File: config.mk
export PLATFORM = sky130hd
export DESIGN_NAME = tff_count_sequencer
export DESIGN_NICKNAME = d
export VERILOG_FILES = /design/src/rtl/tff_count_sequencer.sv
export SDC_FILE = /design/constraint.sdc
export NUM_CORES = 1
export LEC_CHECK = 0
export CAP_MARGIN = 20
export CELL_PAD_IN_SITES_DETAIL_PLACEMENT = 0
export CELL_PAD_IN_SITES_GLOBAL_PLACEMENT = 1
export CORE_UTILIZATION = 34
export DETAILED_ROUTE_END_ITERATION = 6
export PLACE_DENSITY = 0.89
export SYNTH_ARGS = -nofsm -noshare
export SYNTH_HDL_FRONTEND = slang
export SYNTH_SLANG_ARGS = --single-unit
File: constraint.sdc
create_clock -name clk -period 5.3 [get_ports clk]
set_clock_uncertainty 0.15 [all_clocks]
set_input_delay 1.325 -clock clk [delete_from_list [all_inputs] [get_ports clk]]
set_output_delay 1.325 -clock clk [all_outputs]
set_load 0.01 [all_outputs]
File: src/rtl/tff_count_sequencer.sv
// tff_count_sequencer
//
// Owns a bank of WIDTH T flip-flops and drives their toggle enables so the
// bank behaves as a synchronous up/down binary counter for a commanded
// number of steps. Commands are taken over a valid/ready handshake and
// completion is reported with a single-cycle done pulse.
//
// Ports:
//   clk        rising-edge clock for all state
//   reset      synchronous, active-low reset (0 = reset)
//   cmd_valid  command request
//   cmd_ready  high in IDLE (and out of reset): a command can be taken
//   cmd_dir    1 = count up, 0 = count down; captured at accept
//   cmd_len    number of count steps; captured at accept (0 = no steps)
//   pause      freezes an in-progress sequence for the cycle
//   t          toggle enables applied to the bank this cycle
//   q          current T flip-flop bank state
//   busy       high while a sequence is running or finishing
//   done       one-cycle completion pulse
module tff_count_sequencer #(
    parameter int WIDTH = 4
) (
    input  logic             clk,
    input  logic             reset,
    input  logic             cmd_valid,
    output logic             cmd_ready,
    input  logic             cmd_dir,
    input  logic [WIDTH-1:0] cmd_len,
    input  logic             pause,
    output logic [WIDTH-1:0] t,
    output logic [WIDTH-1:0] q,
    output logic             busy,
    output logic             done
);

    typedef enum logic [1:0] {
        ST_IDLE = 2'd0,
        ST_RUN  = 2'd1,
        ST_DONE = 2'd2
    } state_t;

    localparam logic [WIDTH-1:0] LEN_ONE = WIDTH'(1);

    state_t           state_reg;
    state_t           state_next;
    logic [WIDTH-1:0] q_reg;
    logic [WIDTH-1:0] remaining_reg;
    logic [WIDTH-1:0] remaining_next;
    logic             dir_reg;
    logic             dir_next;

    // Carry/borrow chains: bit i toggles when every lower bit is 1 (up)
    // or every lower bit is 0 (down). Bit 0 always toggles.
    logic [WIDTH-1:0] up_chain;
    logic [WIDTH-1:0] down_chain;
    logic [WIDTH-1:0] step_t;

    assign up_chain[0]   = 1'b1;
    assign down_chain[0] = 1'b1;

    generate
        for (genvar gi = 1; gi < WIDTH; gi++) begin : g_chain
            assign up_chain[gi]   = up_chain[gi-1] & q_reg[gi-1];
            assign down_chain[gi] = down_chain[gi-1] & ~q_reg[gi-1];
        end
        for (genvar gi = 0; gi < WIDTH; gi++) begin : g_step
            assign step_t[gi] = dir_reg ? up_chain[gi] : down_chain[gi];
        end
    endgenerate

    assign q = q_reg;

    always_comb begin
        state_next     = state_reg;
        remaining_next = remaining_reg;
        dir_next       = dir_reg;

        // Outputs are masked while reset is asserted so the bank never
        // toggles and no handshake is offered during reset.
        cmd_ready = reset && (state_reg == ST_IDLE);
        busy      = reset && (state_reg != ST_IDLE);
        done      = reset && (state_reg == ST_DONE);
        t         = (reset && (state_reg == ST_RUN) && !pause) ? step_t : '0;

        case (state_reg)
            ST_IDLE: begin
                if (cmd_valid) begin
                    dir_next = cmd_dir;
                    if (cmd_len != '0) begin
                        state_next     = ST_RUN;
                        remaining_next = cmd_len;
                    end else begin
                        state_next = ST_DONE;
                    end
                end
            end
            ST_RUN: begin
                if (!pause) begin
                    remaining_next = remaining_reg - LEN_ONE;
                    if (remaining_reg == LEN_ONE) begin
                        state_next = ST_DONE;
                    end
                end
            end
            ST_DONE: begin
                state_next = ST_IDLE;
            end
            default: begin
                state_next = ST_IDLE;
            end
        endcase
    end

    always_ff @(posedge clk) begin
        if (!reset) begin
            state_reg     <= ST_IDLE;
            q_reg         <= '0;
            remaining_reg <= '0;
            dir_reg       <= 1'b0;
        end else begin
            state_reg     <= state_next;
            q_reg         <= q_reg ^ t;
            remaining_reg <= remaining_next;
            dir_reg       <= dir_next;
        end
    end

endmodule
==> flow_metrics.tcl <==
set metrics [dict create \
    drive_gt1_share_pct 5.376 \
    dp_worst_setup_slack_ns 0.9258 \
    numPlacedInstances 113 \
    cts_setup_buffers 0 \
    dieArea_um2 1981 \
    clock_latency_ns 0.27 \
    synth_area_um2 614.3 \
    finalWeightedCongestion 0.7077 \
    ctsLongestPathBuffers 2 \
    drt-pass1-iter-count 5 \
    p_leak_nw 0.3212 \
    stdcell_count 117 \
    slew_headroom_pct 66.79 \
    cts_root_buffer "clkbuf_4" \
    worstMarginPinSlew_ns 0.4970 \
    path_cells "clkdlybuf4s50_1 > nand4bb_1 > a21oi_1 > clkdlybuf4s50_1" \
    initial_core_util_pct 38.54 \
    cts.sinks 11 \
    ctsHoldBuffers 0 \
    cp.buffers_inverters 2 \
    crit_path_frequent_cell "clkdlybuf4s50_1" \
    core-area_um2 1594 \
    finalCritPeriodShare_pct 82.49 \
    report.final.slew_viol_count 0 \
    wl_mm 1.324 \
    post_drt_wl_per_cell_um 11.32 \
    crit_family "buffers and inverters" \
    timing.setup.tns_ns 0 \
    vias_per_cell 4.940 \
    numPortBuffers 19 \
    required_ns 3.83 \
    start_kind "input pin" \
    worst_ep_arrival_time_ns 2.90 \
    fin_crit_ns 4.372 \
    grt.overflow.total 0 \
    path_class "input pin to output port" \
    crit_path_end_kind "output port" \
    grt_max_degree 15 \
    grt_antenna_before_repair 0 \
    path_clk_slew_ns 0.07 \
    hold_viol 0 \
    yosys_warnings 0 \
    synthCells 72 \
    drtIter0Drc 14 \
    cts.repair.resized 0 \
    cap_violations 0 \
    status "complete, no violations" \
    die_x_um 44.51 \
    async_flop_share_pct 0 \
    total_power_mw 0.2093 \
    synth_ff_type "dfxtp_1" \
    syn-num-nets 83 \
    synth_cell_types 26 \
    finalSetupViolations 0 \
    vias 578 \
    h-tree-depth 1 \
    crit_fanout 4 \
    setup_ws_ns 0.9281 \
    num_rows 14 \
    p_per_area_nw_per_um2 245.6 \
    cp_slowest_cell "clkdlybuf4s50_1" \
    area_growth_pct 38.70 \
    drc_errors 0 \
    grt_pass1_vias 517 \
    grt_first_pass_wirelength_mm 2.263 \
    fmax_mhz 228.7 \
    syn-mean-instance-area_um2 8.532 \
    ys_ff_latch 11 \
    die_h_um 44.51 \
    cpPeakStageDelay_ns 0.58 \
    hpwl_um 992.1 \
    grtUsageTotal_pct 15.98 \
    vdd_ir_drop_max_v 0.0001584 \
    cts_tree "yes" \
    grt_setup_unrepaired "no" \
    synth-edff-count 0 \
    numCtsBuffers 3 \
    ant_nets 0 \
    antenna_cells 0 \
    yosysSeqAreaShare_pct 35.85 \
    hold-worst-slack_ns 0.3337 \
    hold_class "flop to flop" \
    ios 20 \
    layout.nets 105 \
]
[per-layer routing]
metal | vias up | global-route usage [%] | wire length (µm)
li1 | 302 | - | -
met1 | 256 | 20.05 | 661
met2 | 20 | 25.88 | 594
met3 | 0 | 3.673 | 69
met4 | 0 | 7.273 | 0
met5 | - | 0 | 0
[placed cells by master (no fill, tap or decap), drive strengths merged]
cell,count
nand4,1
nand4bb,1
nand3,1
xor2,1
nand2b,1
clkbuf,4
dfxtp,11
a21oi,6
nor3b,3
o31a,1
o32ai,2
a31oi,1
nor2,11
nand2,4
nor2b,1
a211oi,4
or3,2
nor3,2
mux2i,1
ha,2
xnor2,4
clkdlybuf4s50,19
inv,5
nor4b,2
or4,3
[cells by family after synthesis]
family	after synthesis	synth area share [%]
xor+xnor	5	7.128
mux	1	1.629
simple gates	32	29.33
buf+inv	7	4.480
fa+ha+maj	2	4.073
compound gates	14	17.52
flops	11	35.85
[where the power goes]
| part | total, mW | switching (mW) | internal (mW) |
|---|---|---|---|
| combinational | 0.0531 | 0.0241 | 0.0290 |
| sequential | 0.0984 | 0.00898 | 0.0894 |
| clock | 0.0578 | 0.0286 | 0.0291 |
[cell usage after synthesis (3+ instances only)]
cell	instances	area share, %
nor2_1	11	6.7
nand2_1	4	2.4
dfxtp_1	11	36
nor3b_1	3	3.7
xnor2_1	4	5.7
a21oi_1	6	4.9
inv_1	5	3.1
a211oi_1	4	4.9
[stage by stage]
stage | util, % | instance area (µm²)
after floorplan | - | 614.3
after global routing | 53.45 | 852.1
after global placement | 51.81 | 825.8
final | 53.45 | 852.1
after detailed placement | 51.81 | 825.8
after CTS | 53.45 | 852.1
[worst register-to-register path, stage by stage (launching register included)]
cell,delay [ns]
dfxtp_1,0.57
nor3b_1,0.49
a31oi_4,0.12
a211oi_1,0.26
a211oi_1,0.08
[final cells by class]
| type | instances | area [µm²] |
|---|---|---|
| Inverter | 5 | 18.77 |
| Timing Repair Buffer | 19 | 190.2 |
| Sequential cell | 11 | 220.2 |
| Fill cell | 155 | 742.0 |
| Multi-Input combinational cell | 54 | 366.6 |
| Clock buffer | 4 | 26.28 |
| Tap cell | 24 | 30.03 |
[final timing paths]
path	cells past startpoint	slack, ns	startpoint	to
worst min register to register	2	0.33	remaining_reg[3]	remaining_reg[3]
worst min-delay path	2	0.33	remaining_reg[3]	remaining_reg[3]
worst max-delay path	4	0.93	pause	t[3]
worst max register to register	4	3.51	state_reg[0]	remaining_reg[1]
Note: power is estimated with default switching activity, not from simulation.
